### src/rtl/uart_tx_frame_pkg.sv
// Shared UART definitions: parity encodings, transmit state encoding and
// character width, used by both the TX frame and the RX side.
package uart_tx_frame_pkg;

    localparam logic [1:0] PAR_ODD   = 2'b01;
    localparam logic [1:0] PAR_EVEN  = 2'b10;
    localparam int         DATA_BITS = 8;

    typedef enum logic [2:0] {
        TX_IDLE   = 3'd0,
        TX_START  = 3'd1,
        TX_DATA   = 3'd2,
        TX_PARITY = 3'd3,
        TX_STOP   = 3'd4
    } tx_state_t;

    // A parity slot exists only for the odd/even encodings; 00 and 11 omit it.
    function automatic logic parity_enabled(input logic [1:0] ptype);
        return (ptype == PAR_ODD) || (ptype == PAR_EVEN);
    endfunction

endpackage

### src/rtl/uart_tx_frame_if.sv
// Character request / status bundle between the parity stage (master side)
// and the serial transmit frame (slave side), including the TX pin.
interface uart_tx_frame_if;
    import uart_tx_frame_pkg::*;

    logic                 tx_start;
    logic [DATA_BITS-1:0] data_in;
    logic [1:0]           parity_type;
    logic                 parity_bit;
    logic                 stop2;
    logic                 tx_out;
    logic                 busy;
    logic                 done;

    modport master (
        output tx_start, data_in, parity_type, parity_bit, stop2,
        input  tx_out, busy, done
    );

    modport slave (
        input  tx_start, data_in, parity_type, parity_bit, stop2,
        output tx_out, busy, done
    );

endinterface

### src/rtl/uart_tx_frame_baud_tick.sv
// Bit-period divider shared by the UART TX and RX paths. The counter runs
// 0..CLKS_PER_BIT-1 while enabled and issues a tick on its last count.
module uart_baud_tick #(
    parameter int CLKS_PER_BIT = 16
) (
    input  logic clk,
    input  logic rst_n,
    input  logic clear,
    input  logic enable,
    output logic tick
);

    localparam int              CNT_W   = $clog2(CLKS_PER_BIT);
    localparam logic [CNT_W-1:0] CNT_MAX = CNT_W'(CLKS_PER_BIT - 1);

    logic [CNT_W-1:0] cnt;

    // Count bit-period cycles; parked at zero when idle or being restarted.
    always_ff @(posedge clk or negedge rst_n) begin
        if (!rst_n) begin
            cnt <= '0;
        end else if (clear || !enable) begin
            cnt <= '0;
        end else if (cnt == CNT_MAX) begin
            cnt <= '0;
        end else begin
            cnt <= cnt + 1'b1;
        end
    end

    assign tick = enable && !clear && (cnt == CNT_MAX);

endmodule

### src/rtl/uart_tx_frame.sv
// UART serial transmitter: start bit, 8 data bits LSB-first, optional parity
// slot and 1 or 2 stop bits. All frame settings are captured at load so the
// upstream stage may move on immediately. tx_out is a register output.
module uart_tx_frame
    import uart_tx_frame_pkg::*;
#(
    parameter int CLKS_PER_BIT = 16
) (
    input  logic            clk,
    input  logic            rst_n,
    uart_tx_frame_if.slave  bus
);

    localparam logic [2:0] ST_IDLE   = TX_IDLE;
    localparam logic [2:0] ST_START  = TX_START;
    localparam logic [2:0] ST_DATA   = TX_DATA;
    localparam logic [2:0] ST_PARITY = TX_PARITY;
    localparam logic [2:0] ST_STOP   = TX_STOP;
    localparam logic [2:0] LAST_BIT  = 3'(DATA_BITS - 1);

    logic [2:0]           state;
    logic [DATA_BITS-1:0] shift;
    logic [2:0]           bit_idx;
    logic                 stop_cnt;
    logic [1:0]           sh_ptype;
    logic                 sh_pbit;
    logic                 sh_stop2;
    logic                 tx_out_r;
    logic                 busy_r;
    logic                 done_r;
    logic                 load;
    logic                 bit_tick;

    // A request is only honoured from IDLE (which includes the done cycle).
    assign load = (state == ST_IDLE) && bus.tx_start;

    uart_baud_tick #(
        .CLKS_PER_BIT (CLKS_PER_BIT)
    ) u_baud (
        .clk    (clk),
        .rst_n  (rst_n),
        .clear  (load),
        .enable (state != ST_IDLE),
        .tick   (bit_tick)
    );

    // Frame sequencer: next-state, shift register and registered line level.
    always_ff @(posedge clk or negedge rst_n) begin
        if (!rst_n) begin
            state    <= ST_IDLE;
            shift    <= '0;
            bit_idx  <= '0;
            stop_cnt <= 1'b0;
            sh_ptype <= '0;
            sh_pbit  <= 1'b0;
            sh_stop2 <= 1'b0;
            tx_out_r <= 1'b1;
            busy_r   <= 1'b0;
            done_r   <= 1'b0;
        end else begin
            done_r <= 1'b0;
            case (state)
                ST_IDLE: begin
                    if (bus.tx_start) begin
                        shift    <= bus.data_in;
                        sh_ptype <= bus.parity_type;
                        sh_pbit  <= bus.parity_bit;
                        sh_stop2 <= bus.stop2;
                        bit_idx  <= '0;
                        stop_cnt <= 1'b0;
                        tx_out_r <= 1'b0;
                        busy_r   <= 1'b1;
                        state    <= ST_START;
                    end else begin
                        tx_out_r <= 1'b1;
                        busy_r   <= 1'b0;
                    end
                end
                ST_START: begin
                    if (bit_tick) begin
                        tx_out_r <= shift[0];
                        state    <= ST_DATA;
                    end
                end
                ST_DATA: begin
                    if (bit_tick) begin
                        shift   <= shift >> 1;
                        bit_idx <= bit_idx + 3'd1;
                        if (bit_idx == LAST_BIT) begin
                            if (parity_enabled(sh_ptype)) begin
                                tx_out_r <= sh_pbit;
                                state    <= ST_PARITY;
                            end else begin
                                tx_out_r <= 1'b1;
                                state    <= ST_STOP;
                            end
                        end else begin
                            tx_out_r <= shift[1];
                        end
                    end
                end
                ST_PARITY: begin
                    if (bit_tick) begin
                        tx_out_r <= 1'b1;
                        state    <= ST_STOP;
                    end
                end
                ST_STOP: begin
                    if (bit_tick) begin
                        if (sh_stop2 && !stop_cnt) begin
                            stop_cnt <= 1'b1;
                        end else begin
                            tx_out_r <= 1'b1;
                            busy_r   <= 1'b0;
                            done_r   <= 1'b1;
                            state    <= ST_IDLE;
                        end
                    end
                end
                default: begin
                    tx_out_r <= 1'b1;
                    busy_r   <= 1'b0;
                    state    <= ST_IDLE;
                end
            endcase
        end
    end

    assign bus.tx_out = tx_out_r;
    assign bus.busy   = busy_r;
    assign bus.done   = done_r;

endmodule

### src/flat_wrapper.sv
// flat-port wrapper written by rule: the top's interface ports become plain ports
module uart_tx_frame_flat import uart_tx_frame_pkg::*;
#(
    parameter int CLKS_PER_BIT = 16
)
  (clk, rst_n, bus_tx_start, bus_data_in, bus_parity_type, bus_parity_bit, bus_stop2, bus_tx_out, bus_busy, bus_done);
  uart_tx_frame_if bus_i ();
  input  logic clk;
  input  logic rst_n;
  input wire logic [$bits(bus_i.tx_start)-1:0] bus_tx_start;
  input wire logic [$bits(bus_i.data_in)-1:0] bus_data_in;
  input wire logic [$bits(bus_i.parity_type)-1:0] bus_parity_type;
  input wire logic [$bits(bus_i.parity_bit)-1:0] bus_parity_bit;
  input wire logic [$bits(bus_i.stop2)-1:0] bus_stop2;
  output wire logic [$bits(bus_i.tx_out)-1:0] bus_tx_out;
  output wire logic [$bits(bus_i.busy)-1:0] bus_busy;
  output wire logic [$bits(bus_i.done)-1:0] bus_done;
  assign bus_i.tx_start = bus_tx_start;
  assign bus_i.data_in = bus_data_in;
  assign bus_i.parity_type = bus_parity_type;
  assign bus_i.parity_bit = bus_parity_bit;
  assign bus_i.stop2 = bus_stop2;
  assign bus_tx_out = bus_i.tx_out;
  assign bus_busy = bus_i.busy;
  assign bus_done = bus_i.done;
  uart_tx_frame #(.CLKS_PER_BIT(CLKS_PER_BIT)) u_core (.clk(clk), .rst_n(rst_n), .bus(bus_i));
endmodule
### config.mk
export PLATFORM = sky130hd
export DESIGN_NAME = uart_tx_frame_flat
export DESIGN_NICKNAME = d
export VERILOG_FILES = /design/src/rtl/uart_tx_frame_pkg.sv /design/src/rtl/uart_tx_frame_if.sv /design/src/rtl/uart_tx_frame_baud_tick.sv /design/src/rtl/uart_tx_frame.sv /design/src/flat_wrapper.sv
export SDC_FILE = /design/constraint.sdc
export NUM_CORES = 1
export LEC_CHECK = 0
export BUFFER_PORTS_ARGS = -buffer_cell sky130_fd_sc_hd__buf_2
export CAP_MARGIN = 20
export CORE_MARGIN = 5
export CORE_UTILIZATION = 30
export CTS_CLUSTER_DIAMETER = 150
export CTS_CLUSTER_SIZE = 12
export DETAILED_ROUTE_END_ITERATION = 12
export HOLD_SLACK_MARGIN = 0.15
export PLACE_DENSITY_LB_ADDON = 0.2
export RECOVER_POWER = 25
export SYNTH_ARGS = -nofsm -noshare
export SYNTH_HDL_FRONTEND = slang
export SYNTH_SLANG_ARGS = --single-unit
### constraint.sdc
create_clock -name clk -period 1.39 [get_ports clk]
set_input_delay 0.278 -clock clk [delete_from_list [all_inputs] [get_ports clk]]
set_output_delay 0.278 -clock clk [all_outputs]
set_load 0.005 [all_outputs]
=== Word level (Yosys, flattened, before mapping) ===
Index checks and enable logic that the tools add are counted.

* Bits in registers: 26
* Input port bits: 15
* Output and inout bits: 3
* Logic and storage cells: 87

* Add/subtract/negate cells: 2
* Equality and inequality tests: 16
* Mux-type cells: 37
* Bitwise operators: 1
* Reduce and logical (&&, ||, !) cells: 20

{| class="wikitable"
|+ Operator list
! kind !! count
|-
| $mux W3 || 10
|-
| $mux W1 || 17
|-
| $mux W8 || 2
|-
| $pmux W8 S2 || 1
|-
| $pmux W3 S5 || 1
|-
| $ne A2 B1 Y1 const B || 6
|-
| $mux W4 || 2
|-
| $reduce_and A7 Y1 || 1
|-
| $eq A3 B2 Y1 const B || 2
|-
| $eq A3 B3 Y1 const B || 2
|-
| $pmux W3 S2 || 1
|-
| $reduce_and A3 Y1 || 2
|-
| $pmux W1 S5 || 1
|-
| $reduce_and A5 Y1 || 1
|-
| $add A4 B1 Y4 const B || 1
|-
| $eq A4 B4 Y1 const B || 1
|-
| $logic_and A1 B1 Y1 || 4
|-
| $ne A2 B2 Y1 const B || 2
|-
| $reduce_and A4 Y1 || 1
|-
| $reduce_bool A2 Y1 || 2
|-
| $add A3 B1 Y3 const B || 1
|-
| $eq A3 B1 Y1 const B || 1
|-
| $logic_not A1 Y1 || 3
|-
| $logic_not A3 Y1 || 1
|-
| other kinds (9) || 10
|}

=== Longest topological paths before layout ===
Gate-level depths: netlist (run 1).

* Depth in word-level cells: 7
* Gate-level depth with buffers: 6
* Gate-level depth less buffers: 5

=== Cells and area by module ===
Synthesis (run 1) repeated with hierarchy kept, for this count alone.

* Cell total of the unflattened synthesis: 119
* Area total of the unflattened synthesis: 1296.2 µm²

{| class="wikitable"
|+ Modules (own cells, without submodules)
! module !! instances !! cells each !! area an instance (µm²) !! sequential area each (µm²)
|-
| uart_tx_frame || 1 || 103 || 1118.6 || 551.8
|-
| uart_baud_tick || 1 || 16 || 177.7 || 100.1
|}

=== Worst setup path after synthesis (run 1) ===
No wires, ideal clock.

* Path type: register to register
* Start point: register u_core.u_baud.cnt[0]
* End point: register u_core.tx_out_r, in the netlist u_core.bus.tx_out
* Setup time: 83 ps
* Data arrival time: 1347 ps
* Path slack: -40 ps
* Cell stages (with the launch flop): 6
* Buffers on the path: 0
* Period minus slack after synthesis: 1430 ps
* Path through: dfrtp_1 -> ha_1 -> and3_4 -> nand3b_4 -> o22a_1 -> o32a_1

* Longest elaborated chain between the ends: 4
* Elaborated cells between the ends (all ways): 7
* Classes of those cells: 5 x eq/ne; 2 x reduce/logical

{| class="wikitable"
|+ RTL lines
! item !! line !! source
|-
| from (decl) || uart_tx_frame_baud_tick.sv:16 || <nowiki>logic [CNT_W-1:0] cnt;</nowiki>
|-
| from (signal assigned) || uart_tx_frame_baud_tick.sv:27 || <nowiki>cnt <= cnt + 1'b1;</nowiki>
|-
| $eq A4 B4 Y1 * || uart_tx_frame_baud_tick.sv:31 || <nowiki>assign tick = enable && !clear && (cnt == CNT_MAX);</nowiki>
|-
| $logic_and A1 B1 Y1 * || uart_tx_frame_baud_tick.sv:31 ||
|-
| $ne A2 B1 Y1 (no source line) || -- ||
|-
| $reduce_and A5 Y1 (no source line) * || -- ||
|-
| to (signal assigned) || uart_tx_frame.sv:81 || <nowiki>tx_out_r <= shift[0];</nowiki>
|-
| to (signal assigned) || uart_tx_frame.sv:91 || <nowiki>tx_out_r <= sh_pbit;</nowiki>
|-
| to (signal assigned) || uart_tx_frame.sv:98 || <nowiki>tx_out_r <= shift[1];</nowiki>
|-
| to (decl) || uart_tx_frame.sv:28 || <nowiki>logic tx_out_r;</nowiki>
|}

Every way passes the cells marked *; elsewhere a longest branch is shown, timed or not.
A chain may end at the register's enable or synchronous reset.

=== Worst setup path in the final report (run 1) ===
* Start point: register u_core.u_baud.cnt[1]
* End point: register u_core.tx_out_r, in the netlist u_core.bus.tx_out

Same word-level chain as after synthesis.

==> results of run 1 <==
## sequential cells by signal, indices dropped and copies added (netlist names)
name and count:
u_core.bus.busy 1, u_core.bus.tx_out 1, u_core.sh_stop2 1, u_core.stop_cnt 1
u_core.u_baud.cnt 4, u_core.shift 8, u_core.state 3, u_core.sh_ptype 2
u_core.bit_idx 3, u_core.sh_pbit 1, u_core.bus.done 1
## layout by cell type (no fill, tap or decap), types with 2 or more instances in the layout
master | netlist | routed
dfrtp_1 | 25 | 23
buf_2 | 1 | 17
buf_4 | 2 | 15
nand2_1 | 13 | 13
o21ai_0 | 13 | 13
mux2i_1 | 7 | 7
nor2_1 | 6 | 6
a21oi_1 | 6 | 5
mux2_2 | 4 | 4
a211oi_1 | 3 | 3
clkbuf_8 | 0 | 3
xnor2_1 | 2 | 2
nor2b_1 | 2 | 2
nor3_1 | 2 | 2
inv_1 | 2 | 2
nand3_1 | 3 | 2
a21o_1 | 2 | 2
ha_4 | 0 | 2
buf_6 | 1 | 2
dfrtp_2 | 0 | 2
## cell families (layout without fill, tap and decap cells)
kind of cell / Yosys count / in the layout / synth area share [%]
AO/OA/AOI/OAI: 34 / 34 / 16.4
adder cells (fa/ha/maj): 3 / 3 / 2.88
buffers and inverters: 7 / 41 / 3.35
XOR/XNOR: 2 / 2 / 1.34
flip-flops: 26 / 26 / 50.0
multiplexers: 11 / 11 / 8.82
AND/OR/NAND/NOR: 38 / 38 / 17.3
## cell usage after synthesis (2+ instances only)
cell type | n | area share [%]
mux2i_1 | 7 | 5.4
nor2b_1 | 2 | 0.96
inv_1 | 2 | 0.58
nor2_1 | 6 | 1.7
nor3_1 | 2 | 0.77
xnor2_1 | 2 | 1.3
a21o_1 | 2 | 1.2
o21ai_0 | 13 | 5.0
a211oi_1 | 3 | 1.7
mux2_2 | 4 | 3.5
dfrtp_1 | 25 | 48
ha_1 | 3 | 2.9
nand3_1 | 3 | 1.2
buf_4 | 2 | 1.2
a21oi_1 | 6 | 2.3
nand2_1 | 13 | 3.7
## repair_timing
action / CTS / global route
gates resized for setup: 3 / 13
cloned: 0 / 1
pin swaps: 0 / 3
setup endpoints to repair: 10 / 19
buffers inserted: 0 / 2
hold buffers: 1 / 0
endpoints found under the hold margin: 25 / 0
## final cells by class
cell class                 count  area share [%]
multi-input combinational     88            39.2
clock inverter                 1            1.77
timing repair buffer          35            13.6
inverter                       2           0.443
clock buffer                   3            2.44
tap                           52            3.84
sequential                    26            38.7
## routing by layer
metal / GRT usage, % / vias to the layer above / share of wire, %
met1: 13.2 / 499 / 46
met5: 0 / - / 0
met2: 17.0 / 11 / 50
li1: - / 506 / -
met4: 5.34 / 0 / 2.3
met3: 2.37 / 4 / 1.9
## stage by stage
| stage | utilization (%) | cells | cell area (um^2) | hold WS, ns | worst slack (ns) |
|---|---|---|---|---|---|
| finish | 39.4 | 207 | 1690 | 0.232 | -0.0326 |
| global route | 39.4 | 207 | 1690 | 0.222 | -0.0675 |
| CTS | 37.9 | 204 | 1630 | 0.227 | 0.00367 |
| detailed placement | 35.6 | 199 | 1530 | 0.322 | -0.0277 |
| global placement | 35.6 | 199 | 1530 | 0.324 | -0.000899 |
| floorplan | - | 121 | 1310 | -0.0176 | -0.00644 |
## report_power, final
part / total (uW) / internal (uW) / switching [uW]
registers: 1340 / 1070 / 274
clock network: 627 / 385 / 241
logic: 1400 / 768 / 632
total: 3370 / 2220 / 1150
## worst min-delay path by stage
stage	cells past startpoint	end	slack, ns
final	2	u_core.sh_pbit$_DFFE_PN0P_	0.23
after global routing	2	u_core.sh_pbit$_DFFE_PN0P_	0.22
after CTS	2	u_core.sh_pbit$_DFFE_PN0P_	0.23
after detailed placement	1	u_core.bus.busy$_DFFE_PN0P_	0.32
after global placement	1	u_core.bus.busy$_DFFE_PN0P_	0.32
after floorplan	0	u_core.bit_idx[0]$_DFFE_PN0P_	-0.02
==> impl_metrics.py, run 1 <==
metrics = {
    "run_status": {
        "status": "complete, but fails checks",
        "failed_checks": "setup timing",
    },
    "grt": {
        "grt_pass1_vias": 1068,
        "antenna_found_initial": 0,
        "overflow": 0,
        "grt_max_degree": 27,
        "grt_pass1_wl_um": 5040,
        "track_usage_pct": 10.6,
    },
    "power_and_ir_drop": {
        "peakVddDrop_mv": 0.893,
        "leakagePower_uw": 0.000799,
        "finalPower_uw": 3370,
        "power-per-cell-area_mw_per_mm2": 1990,
    },
    "setup_path": {
        "path_cells": "ha_4 -> and4_4 -> nor2_1 -> o22a_1 -> o32a_1",
        "critPathCaptureType": "flip-flop",
        "startpoint": "u_core.u_baud.cnt[1]$_DFF_PN0_",
        "critPathTopFamily": "compound AO/OA/AOI/OAI gates",
        "r2r_cells": 5,
        "slowest_delay_ns": 0.41,
        "critPathMaxFanout": 5,
        "worst-path-buf-inv": 0,
        "path_class": "reg -> reg",
        "r2r_slack_ns": -0.03,
        "arrival_ns": 1.63,
        "cp_num_cells": 5,
        "r2r-end": "u_core.bus.tx_out$_DFFE_PN1P_",
        "crit_end": "u_core.bus.tx_out$_DFFE_PN1P_",
        "crit_slowest_cell": "dfrtp_1",
        "start_kind": "flip-flop",
        "cp.required_ns": 1.60,
        "r2r-start": "u_core.u_baud.cnt[1]$_DFF_PN0_",
    },
    "clock_tree": {
        "cts-root-buf": "clkbuf_8",
        "clock_latency_ns": 0.27,
        "clkTransAtPathRegs_ns": 0.09,
        "cts_sinks": 26,
        "cts_buffers": 3,
        "h-tree-depth": 1,
        "cts_tree": "yes",
        "clockBufferDepth": 2,
    },
    "timing": {
        "slew_violations": 0,
        "period_share_pct": 102,
        "slew_headroom_pct": 60.8,
        "clock_skew_ns": 0.00254,
        "max_freq_ghz": 0.703,
        "setup_viol": 1,
        "hold_viol": 0,
        "tns_ns": -0.0326,
        "rsz0062_at_grt": "true",
        "fin_crit_ns": 1.42,
        "worstMarginPinSlew_ns": 0.587,
        "fin_ws_ns": -0.0326,
    },
    "logic_synthesis": {
        "yosys_register_bits": 26,
        "synth_warnings": 0,
        "synthArstFlopShare_pct": 100,
        "synth_cells": 121,
        "synth_cell_types": 42,
        "syn_area_mm2": 0.00131,
        "ys.flop_type": "dfrtp_1",
        "syn_avg_cell_area_um2": 10.8,
        "synth_edf_count": 0,
        "ys_seq_area_share_pct": 50.0,
        "syn_nets": 139,
    },
    "floorplan": {
        "ios": 18,
        "core_area_mm2": 0.00429,
        "rows": 24,
        "start_util_pct": 30.4,
        "die_area_mm2": 0.00577,
        "die_w_um": 76.0,
        "fp.dieH_um": 76.0,
    },
    "cells_and_area": {
        "fin_nets": 174,
        "layout-area-overhead-vs-synth_pct": 29.7,
        "antennaDiodeCount": 0,
        "nFillCells": 440,
        "seq_area_um2": 654,
        "multi_input_area_um2": 664,
        "drive_gt1_share_pct": 38.7,
    },
    "placed_design": {
        "io_buffers": 17,
        "place_congestion": 0.776,
        "place_hpwl_um": 2040,
    },
    "worst_hold_path": {
        "min_from": "bus_parity_bit",
        "min_path_type": "in -> reg",
    },
    "route": {
        "vias_per_cell": 4.93,
        "totalWireLength_um": 2870,
        "drc": 0,
        "ant_nets": 0,
        "drt_pass1_iterations": 4,
        "vias": 1020,
        "drt_iter0_markers": 17,
        "wire_per_inst_um": 13.9,
    },
    "run": {
        "drv_cap": 0,
    },
}
Power figures use the tool's default switching activity.
==> run 2, diff against run 1 <==
--- a/config.mk
+++ b/config.mk
@@ -7,6 +7,8 @@
 export LEC_CHECK = 0
 export BUFFER_PORTS_ARGS = -buffer_cell sky130_fd_sc_hd__buf_2
 export CAP_MARGIN = 20
+export CELL_PAD_IN_SITES_DETAIL_PLACEMENT = 2
+export CELL_PAD_IN_SITES_GLOBAL_PLACEMENT = 2
 export CORE_MARGIN = 5
 export CORE_UTILIZATION = 30
 export CTS_CLUSTER_DIAMETER = 150
==> run 2 against run 1 <==
  * The flow still finishes with violations (setup timing)
  * Hold slack worse by 0.0051 ns
  * Setup slack lost 0.010 ns
  * Non-clock buffer count rose by 14
  * Sequential share of layout area down 2.9 points
  * Global-route usage is 2.2 points higher
  * Wire length up 34%
  * Clock skew rose by 0.0019 ns
  * Cell count grew 6.8%
  * Via count rose by 10%
  * Combinational power is 28% higher
  * Critical path type unchanged
  * Largest cell class unchanged
==> impl_metrics.py, run 2 (synthesis results as in run 1) <==
metrics = {
    "run_status": {
        "status": "complete, but fails checks",
        "failed_checks": "setup timing",
    },
    "grt": {
        "grt_max_degree": 27,
        "antenna_found_initial": 0,
        "track_usage_pct": 12.8,
        "grt_pass1_vias": 1218,
        "overflow": 0,
        "grt_pass1_wl_um": 6120,
    },
    "timing": {
        "tns_ns": -0.0427,
        "max_freq_ghz": 0.698,
        "hold_viol": 0,
        "rsz0062_at_grt": "true",
        "fin_ws_ns": -0.0427,
        "period_share_pct": 103,
        "slew_violations": 0,
        "worstMarginPinSlew_ns": 0.667,
        "clock_skew_ns": 0.00443,
        "fin_crit_ns": 1.43,
        "setup_viol": 1,
        "fin_hold_ws_ns": 0.227,
        "slew_headroom_pct": 55.5,
    },
    "power_and_ir_drop": {
        "p_comb_share_pct": 49.3,
        "peakVddDrop_mv": 0.829,
        "switchingPower_uw": 1330,
        "power_frac_seq_pct": 36.9,
        "clockPowerShare_pct": 13.7,
        "p_int_uw": 2300,
        "leakagePower_uw": 0.000871,
        "netSwitchingFraction_pct": 36.5,
        "power-per-cell-area_mw_per_mm2": 1980,
    },
    "route": {
        "drt_pass1_iterations": 2,
        "ant_nets": 0,
        "drc": 0,
        "totalWireLength_um": 3850,
        "wire_per_inst_um": 17.4,
        "vias_per_cell": 5.09,
        "drt_iter0_markers": 28,
        "vias": 1124,
    },
    "floorplan": {
        "core_area_mm2": 0.00429,
        "start_util_pct": 30.4,
        "die_area_mm2": 0.00577,
        "die_w_um": 76.0,
        "rows": 24,
        "ios": 18,
        "fp.dieH_um": 76.0,
    },
    "placed_design": {
        "dp_cells": 202,
        "io_buffers": 17,
        "post-place-ws_ns": -0.0823,
        "place_congestion": 0.788,
        "place_hpwl_um": 2470,
    },
    "cells_and_area": {
        "top_regs": "u_core.shift (8), u_core.u_baud.cnt (4)",
        "layout-area-overhead-vs-synth_pct": 40.3,
        "antennaDiodeCount": 0,
        "largest_register_ffs": 8,
        "seq_area_um2": 654,
        "final_core_util_pct": 42.6,
        "drive_gt1_share_pct": 47.3,
        "layout_common_cells": "buf_4 (24), dfrtp_1 (23), buf_2 (16)",
        "fin_nets": 188,
        "largest_register": "u_core.shift",
        "nFillCells": 471,
        "multi_input_area_um2": 677,
        "final_cells": 221,
        "final_common_cell": "buf_4",
    },
    "run": {
        "drv_cap": 0,
    },
    "setup_path": {
        "r2r-start": "u_core.u_baud.cnt[0]$_DFF_PN0_",
        "start_kind": "flip-flop",
        "worst-path-buf-inv": 1,
        "r2r-end": "u_core.bus.tx_out$_DFFE_PN1P_",
        "crit_slowest_cell": "dfrtp_1",
        "slowest_delay_ns": 0.42,
        "critPathMaxFanout": 5,
        "r2r_slack_ns": -0.04,
        "r2r_cells": 5,
        "arrival_ns": 1.64,
        "critPathCaptureType": "flip-flop",
        "critPathTopFamily": "compound AO/OA/AOI/OAI gates",
        "path_class": "reg -> reg",
        "path_cells": "ha_4 -> and3_4 -> buf_6 -> o31a_1 -> o32a_1",
        "cp.required_ns": 1.59,
    },
    "clock_tree": {
        "cts_buffers": 3,
        "cts_tree": "yes",
        "h-tree-depth": 1,
        "clockBufferDepth": 2,
        "cts_sinks": 26,
        "clock_latency_ns": 0.27,
        "clkTransAtPathRegs_ns": 0.09,
        "cts-root-buf": "clkbuf_8",
    },
    "worst_hold_path": {
        "min_from": "bus_data_in[7]",
        "min_path_type": "in -> reg",
        "hold_depth": 3,
        "min_to": "u_core.shift[7]$_DFFE_PN0P_",
    },
}
run 2: layout make-up:
type / count / share of cell area, %
clock buffers: 4 / 3.01
well taps: 52 / 3.55
multi-input cells: 88 / 37.0
inverters: 2 / 0.410
flip-flops and latches: 26 / 35.7
repair buffers: 49 / 20.3
run 2: worst register-to-register path, cell delays in order (launching register included):
cell and delay [ns]:
dfrtp_1 0.42, ha_4 0.20, and3_4 0.17, buf_6 0.12, o31a_1 0.27, o32a_1 0.19
run 2: worst max path at each step:
stage / startpoint / end / slack [ns] / cells after the start
floorplan: u_core.u_baud.cnt[0]$_DFF_PN0_ / u_core.bus.tx_out$_DFFE_PN1P_ / -0.006 / 5
global placement: u_core.u_baud.cnt[1]$_DFF_PN0_ / u_core.bus.tx_out$_DFFE_PN1P_ / -0.03 / 5
detailed placement: u_core.u_baud.cnt[1]$_DFF_PN0_ / u_core.shift[1]$_DFFE_PN0P_ / -0.08 / 5
CTS: u_core.u_baud.cnt[0]$_DFF_PN0_ / u_core.shift[1]$_DFFE_PN0P_ / -0.03 / 5
global route: u_core.u_baud.cnt[0]$_DFF_PN0_ / u_core.bus.tx_out$_DFFE_PN1P_ / -0.09 / 5
finish: u_core.u_baud.cnt[0]$_DFF_PN0_ / u_core.bus.tx_out$_DFFE_PN1P_ / -0.04 / 5
run 2: stage by stage:
stage | instance area [um^2] | power, uW
6_report | 1830 | 3630
5_1_grt | 1830 | 3920
4_1_cts | 1690 | 3330
3_5_place_dp | 1580 | 2690
3_3_place_gp | 1580 | 2600
2_1_floorplan | 1310 | 2140
run 2: timing repair:
action | 4_1_cts | 5_1_grt
gates resized for setup | 6 | 29
pin swaps | 3 | 10
gates cloned | 0 | 3
hold buffers | 1 | 0
endpoints found under the setup margin | 18 | 19
endpoints found under the hold margin | 25 | 0
setup buffers | 2 | 9
run 2: power groups by stage:
stage	Sequential, uW	Combinational, uW	Clock, uW
2_1_floorplan	1250	884	0
3_3_place_gp	1290	1310	0
3_5_place_dp	1310	1380	0
4_1_cts	1330	1490	513
5_1_grt	1390	1960	564
6_report	1340	1790	498
run 2: per-layer routing:
metal / wire length [um] / share of wire [%] / global-route usage, %
met3: 120 / 3.1 / 2.61
met1: 1800 / 47 / 16.9
met2: 1920 / 50 / 21.8
met4: 18 / 0.47 / 2.14
met5: 0 / 0 / 0
